$ cat src/rtl/neuron_flit_scheduler.sv
// neuron_flit_scheduler
// Feeds the neuron packet decoder from the per-VC router ejection FIFOs.
// One VC is chosen per packet by round-robin and stays locked until its tail
// flit is delivered. The decoder handshake (activate/stall/class/flit) is
// produced so that it tracks the decoder's own IDLE/SET_TYPE/BUFFER/STALL/WRITE
// walk cycle for cycle. While the decoder has nothing useful to consume it is
// fed a head-coded bubble, which the decoder ignores.

module neuron_flit_scheduler #(
    parameter int  FLIT_WIDTH      = 38,
    parameter int  VIRTUAL_CHANNEL = 4,
    parameter int  PAYLOAD_WIDTH   = 32,
    localparam int VC_IDX_W        = (VIRTUAL_CHANNEL > 1) ? $clog2(VIRTUAL_CHANNEL) : 1
) (
    input  logic                                  neuron_clk,
    input  logic                                  neuron_rst,
    input  logic [VIRTUAL_CHANNEL-1:0]            vc_valid,
    input  logic [VIRTUAL_CHANNEL*FLIT_WIDTH-1:0] vc_flit,
    input  logic                                  hold_in,
    output logic [VIRTUAL_CHANNEL-1:0]            vc_pop,
    output logic [FLIT_WIDTH-1:0]                 flit_out,
    output logic                                  activate_decoder,
    output logic                                  stall_decoder,
    output logic [2:0]                            class_type_out,
    output logic [VC_IDX_W-1:0]                   grant_vc,
    output logic                                  busy,
    output logic                                  proto_err
);

    // Flit layout: header on top, VC one-hot below it, payload at the bottom.
    localparam int HDR_LSB = PAYLOAD_WIDTH + VIRTUAL_CHANNEL;

    localparam logic [1:0] HDR_HEAD = 2'b10;
    localparam logic [1:0] HDR_TAIL = 2'b01;

    // Head-coded all-zero flit; the decoder discards head-coded flits.
    localparam logic [FLIT_WIDTH-1:0] BUBBLE = {HDR_HEAD, {(FLIT_WIDTH-2){1'b0}}};

    localparam logic [VC_IDX_W-1:0] LAST_VC = VC_IDX_W'(VIRTUAL_CHANNEL - 1);

    typedef enum logic [2:0] {
        S_IDLE,
        S_SETUP,
        S_STREAM,
        S_HOLD,
        S_WRITE
    } state_t;

    state_t                state;
    logic [VC_IDX_W-1:0]   rr_ptr;

    logic [FLIT_WIDTH-1:0] vc_flit_arr [VIRTUAL_CHANNEL];

    logic                  cand_found;
    logic [VC_IDX_W-1:0]   cand_idx;
    logic [VC_IDX_W-1:0]   cand_next;
    logic [1:0]            cand_hdr;
    logic [2:0]            cand_class;
    logic                  cand_is_head;

    logic                  lock_ready;
    logic [1:0]            lock_hdr;
    logic [FLIT_WIDTH-1:0] lock_flit;

    // Split the flattened FIFO front bus into one flit per VC.
    always_comb begin
        for (int v = 0; v < VIRTUAL_CHANNEL; v++) begin
            vc_flit_arr[v] = vc_flit[v*FLIT_WIDTH +: FLIT_WIDTH];
        end
    end

    // Round-robin search: first valid VC at or above rr_ptr, wrapping to 0.
    always_comb begin
        logic [VC_IDX_W:0] probe_sum;
        logic [VC_IDX_W-1:0] probe_idx;
        probe_sum  = '0;
        probe_idx  = '0;
        cand_found = 1'b0;
        cand_idx   = '0;
        for (int i = 0; i < VIRTUAL_CHANNEL; i++) begin
            probe_sum = {1'b0, rr_ptr} + (VC_IDX_W+1)'(i);
            if (probe_sum >= (VC_IDX_W+1)'(VIRTUAL_CHANNEL)) begin
                probe_sum = probe_sum - (VC_IDX_W+1)'(VIRTUAL_CHANNEL);
            end
            probe_idx = probe_sum[VC_IDX_W-1:0];
            if (!cand_found && vc_valid[probe_idx]) begin
                cand_found = 1'b1;
                cand_idx   = probe_idx;
            end
        end
    end

    // Decode the candidate's front flit and the locked VC's front flit.
    always_comb begin
        cand_hdr     = vc_flit_arr[cand_idx][HDR_LSB +: 2];
        cand_class   = vc_flit_arr[cand_idx][2:0];
        cand_is_head = (cand_hdr == HDR_HEAD);
        cand_next    = (cand_idx == LAST_VC) ? '0 : cand_idx + VC_IDX_W'(1);
        lock_flit    = vc_flit_arr[grant_vc];
        lock_hdr     = lock_flit[HDR_LSB +: 2];
        lock_ready   = vc_valid[grant_vc] && !hold_in;
    end

    // Decoder-facing strobes; forced quiet while reset is asserted so nothing
    // is popped from the FIFOs during reset.
    always_comb begin
        flit_out         = BUBBLE;
        vc_pop           = '0;
        activate_decoder = 1'b0;
        stall_decoder    = 1'b0;
        busy             = 1'b0;
        if (neuron_rst) begin
            unique case (state)
                S_IDLE, S_WRITE: begin
                    if (cand_found) begin
                        vc_pop           = VIRTUAL_CHANNEL'(1) << cand_idx;
                        activate_decoder = cand_is_head;
                    end
                end
                S_SETUP: begin
                    busy = 1'b1;
                end
                S_STREAM: begin
                    busy = 1'b1;
                    if (lock_ready) begin
                        flit_out = lock_flit;
                        vc_pop   = VIRTUAL_CHANNEL'(1) << grant_vc;
                    end else begin
                        stall_decoder = 1'b1;
                    end
                end
                S_HOLD: begin
                    busy          = 1'b1;
                    stall_decoder = !lock_ready;
                end
                default: begin
                    busy = 1'b0;
                end
            endcase
        end
    end

    // Packet sequencing FSM together with the registered arbitration results.
    always_ff @(posedge neuron_clk or negedge neuron_rst) begin
        if (!neuron_rst) begin
            state          <= S_IDLE;
            rr_ptr         <= '0;
            grant_vc       <= '0;
            class_type_out <= '0;
            proto_err      <= 1'b0;
        end else begin
            unique case (state)
                S_IDLE, S_WRITE: begin
                    if (cand_found && cand_is_head) begin
                        class_type_out <= cand_class;
                        grant_vc       <= cand_idx;
                        rr_ptr         <= cand_next;
                        state          <= S_SETUP;
                    end else if (cand_found) begin
                        proto_err <= 1'b1;
                        state     <= S_IDLE;
                    end else begin
                        state <= S_IDLE;
                    end
                end
                S_SETUP: begin
                    state <= S_STREAM;
                end
                S_STREAM: begin
                    if (lock_ready) begin
                        if (lock_hdr == HDR_TAIL) begin
                            state <= S_WRITE;
                        end else if (lock_hdr == HDR_HEAD) begin
                            proto_err <= 1'b1;
                        end
                    end else begin
                        state <= S_HOLD;
                    end
                end
                S_HOLD: begin
                    if (lock_ready) begin
                        state <= S_STREAM;
                    end
                end
                default: begin
                    state <= S_IDLE;
                end
            endcase
        end
    end

endmodule

$ cat config.mk
export PLATFORM = sky130hd
export DESIGN_NAME = neuron_flit_scheduler
export DESIGN_NICKNAME = d
export VERILOG_FILES = /design/src/rtl/neuron_flit_scheduler.sv
export SDC_FILE = /design/constraint.sdc
export NUM_CORES = 1
export LEC_CHECK = 0
export CAP_MARGIN = 30
export CORE_MARGIN = 3
export CORE_UTILIZATION = 27
export DETAILED_ROUTE_END_ITERATION = 16
export PLACE_DENSITY = 0.79
export SLEW_MARGIN = 20
export SYNTH_ARGS = -nofsm -noshare
export SYNTH_HDL_FRONTEND = slang
export SYNTH_SLANG_ARGS = --single-unit
$ cat constraint.sdc
create_clock -name neuron_clk -period 2.8 [get_ports neuron_clk]
set_input_delay 0.7 -clock neuron_clk [delete_from_list [all_inputs] [get_ports neuron_clk]]
set_output_delay 0.7 -clock neuron_clk [all_outputs]
set_load 0.01 [all_outputs]
==> flow_summary.rst <==
.. list-table::
   :header-rows: 1

   * - Metric
     - Value
   * - Synth Net Count
     - around 350
   * - Arr. time, crit path
     - ~2.2 ns
   * - Core area
     - around 7300 um^2
   * - Maximum resistive drop on vdd
     - between 0.2 and 0.25 mV
   * - Count of flip-flops with a built-in enable after synthesis
     - 0
   * - Post-synth top area share
     - a little over two fifths
   * - Number of diodes
     - 0
   * - 1st-pass router iterations
     - 4
   * - Latest clock arrival within the worst-skew pair
     - around 0.24 ns
   * - FF+latch count, synth
     - 11
   * - Sequential share of the synthesized area
     - a little over an eighth
   * - Average footprint of a synthesized cell
     - 11.0 um^2
   * - Post-synth top cells
     - sky130_fd_sc_hd__nor2b_1, sky130_fd_sc_hd__mux4_2, sky130_fd_sc_hd__clkbuf_1, sky130_fd_sc_hd__mux2i_1
   * - Pins over their slew limit
     - 0
   * - Clock transition at path regs
     - around 0.050 ns
   * - Final worst setup slack
     - -0.113 ns
   * - PortBufs
     - about 210
   * - Layout overhead on the synthesized area
     - 146%
   * - Cell chain of the critical path
     - buf_8 -> mux4_2 -> nand3b_1 -> nand3b_1 -> buf_6 -> buf_8 -> buf_16 -> nor2b_1 -> buf_2
   * - Maximum level of the CTS H-tree
     - 1
   * - GR Util All Layers
     - 24.1%
   * - Setup repair after global routing missed its margin
     - true
   * - Clock Tree Buf Depth
     - 2
   * - Placement Rows
     - 31
   * - Die X-Extent
     - slightly above 90 um
   * - Endpoint type of the worst setup path
     - primary output
   * - Violations in the final reports
     - setup timing
   * - Number of antenna violations at the first check in global routing
     - 0
   * - Via density per instance
     - ~5.0
   * - Setup CP Type
     - in2out
   * - Type of the tightest min-delay check
     - reg2reg
   * - Final Routed Wirelength
     - 10900 um
   * - Synth warn
     - 0
   * - Startpoint kind of the worst setup timing path
     - input pin
   * - Number of non-filler instances in the completed layout
     - around 540
   * - Sum of overflow across all layers after global routing
     - 0
   * - Reg-to-reg setup timing slack
     - between 0.5 and 0.6 ns
   * - Synthesized area
     - a little over 2000 um^2
   * - Routability Congestion
     - ~0.92
   * - Fraction of layout cells with a size suffix above 1
     - between 40% and 50%
   * - Stage delay of the slowest cell on the critical path
     - approximately 0.50 ns
   * - Leakage dissipation
     - roughly 0.0020 uW
   * - Dpl cells
     - 513
   * - Cell count after synthesis
     - roughly 190
   * - CTS buffer count
     - 3
   * - Share of flip-flops with an asynchronous set or reset
     - 100%
   * - Library cell with the largest summed area after synthesis
     - sky130_fd_sc_hd__mux4_2
   * - Initial Util
     - 28.1%
   * - Clock Sinks
     - 11
   * - Power density relative to cell area
     - between 200 and 250 nW/um^2
   * - Crit path time final
     - ~3 ns
   * - Number of top-level design ports
     - 210
   * - Overall power consumption
     - ~1200 uW
   * - Placed wire-length estimate
     - roughly 8300 um
   * - Final instance area
     - ~5000 um^2
   * - Cell with the most instances after synthesis
     - sky130_fd_sc_hd__nor2b_1
   * - Final net count
     - ~600
   * - Synth top area cells
     - sky130_fd_sc_hd__mux4_2, sky130_fd_sc_hd__dfrtp_1, sky130_fd_sc_hd__nor2b_1
   * - Max-cap violations
     - 0
   * - Required time worst endpoint
     - 2.10 ns
   * - DIE AREA
     - a little under 9000 um^2
   * - Total number of vias
     - between 2000 and 3000
   * - Die Y-Extent
     - 93.0 um
   * - Total placed instance area
     - approximately 4500 um^2
   * - FMAX
     - roughly 340 MHz
   * - Number of design rule violations left after detail routing
     - 0
   * - Number of distinct library cells after synthesis
     - 32
   * - Worst slew margin relative to its limit
     - 70.0%
   * - Routed length per instance
     - around 20 um
   * - Residual antenna-violating net count after detailed routing
     - 0
   * - Worst Clk Skew
     - roughly 0.0032 ns
   * - Crit share post-route
     - 104%
   * - Cts-stage hold buffer count
     - 0
   * - Transition time at the pin with the least slew margin
     - between 0.4 and 0.5 ns
   * - Worst hold margin
     - 0.478 ns
   * - Final-report setup violation count
     - 40
   * - Wire length of the first global-routing pass
     - 16100 um
   * - Setup tns final
     - -2.80 ns
   * - Number of DRC markers after the initial detailed-route iteration
     - approximately 80
   * - Count of endpoints failing hold in the final timing report
     - 0
   * - CTS Root Cell
     - sky130_fd_sc_hd__clkbuf_8
   * - Run status
     - finished with violations
   * - Largest net degree at the start of global routing
     - 27
   * - Peak fanout along the critical path
     - 6
   * - CTS tree
     - done
   * - Primary FF master, synth
     - sky130_fd_sc_hd__dfrtp_1
   * - Library cell contributing the largest single delay on the critical path
     - sky130_fd_sc_hd__mux4_2
   * - Vias in the first global route
     - 2960
[registers in the layout, indices dropped and copies added (netlist names)]
register / flops
class_type_out: 3
proto_err: 1
grant_vc: 2
rr_ptr: 2
state: 3
[cells by family after synthesis]
family	synth area share, %
simple gates	20.6
mux	52.1
buf+inv	4.77
compound gates	6.61
flops	13.5
fa+ha+maj	2.45
[layout by cell type (no fill, tap or decap), drive strengths merged, types with 4 or more instances in the layout]
master,n
nor2,11
clkdlybuf4s50,159
clkbuf,4
dfrtp,11
mux4,39
nand2b,4
a21oi,4
mux2,6
nor3,4
nor2b,41
buf,103
mux2i,12
ha,4
inv,9
[stage by stage]
| step | utilization (%) | worst slack [ns] |
|---|---|---|
| floorplan | - | 0.00141 |
| global placement | 61.7 | -0.850 |
| detailed placement | 61.7 | -0.954 |
| CTS | 64.8 | -0.148 |
| global route | 69.1 | -0.207 |
| finish | 69.1 | -0.113 |
[where the power goes]
group	internal, uW	leakage [uW]	switching, uW
combinational	542	0.00189	258
sequential	177	0.000135	16.6
clock	98.0	0.0000255	62.2
[routing by layer]
layer / share of wire (%) / up-vias / GRT usage (%) / routed length, um
li1: - / 1240 / - / -
met1: 37 / 1317 / 28.8 / 4090
met2: 53 / 143 / 44.2 / 5790
met3: 8.3 / 12 / 5.79 / 910
met4: 1.3 / 0 / 4.27 / 147
met5: 0 / - / 0 / 0
[final timing paths]
kind,start,endpoint,depth (start not counted)
worst max-delay path,vc_valid[3],flit_out[11],9
worst min-delay path,proto_err$_DFFE_PN0P_,proto_err$_DFFE_PN0P_,2
worst max register to register,rr_ptr[1]$_DFFE_PN0P_,class_type_out[2]$_DFFE_PN0P_,9
worst min register to register,proto_err$_DFFE_PN0P_,proto_err$_DFFE_PN0P_,2
max in group asynchronous,neuron_rst,grant_vc[1]$_DFFE_PN0P_,3
min in group asynchronous,neuron_rst,grant_vc[0]$_DFFE_PN0P_,3
[critical path: cells and delay by family]
kind,cells,cell delay [ns]
buf+inv,5,0.64
mux,1,0.50
simple gates,3,0.37
[cell type report]
cell class | instances | area, um^2
clock inverter | 1 | 5.00
multi-input combinational | 150 | 1890
fill | 579 | 2250
timing repair buffer | 266 | 2670
sequential | 11 | 278
clock buffer | 3 | 41.3
tap | 99 | 124
inverter | 9 | 33.8
[timing repair]
action | CTS | global route
cloned | 6 | 1
endpoints found under the setup margin | 47 | 42
endpoints found under the hold margin | 0 | 0
buffers inserted | 13 | 7
gates resized for setup | 234 | 50
pin swaps | 4 | 7
(Power assumes the default switching activity.)
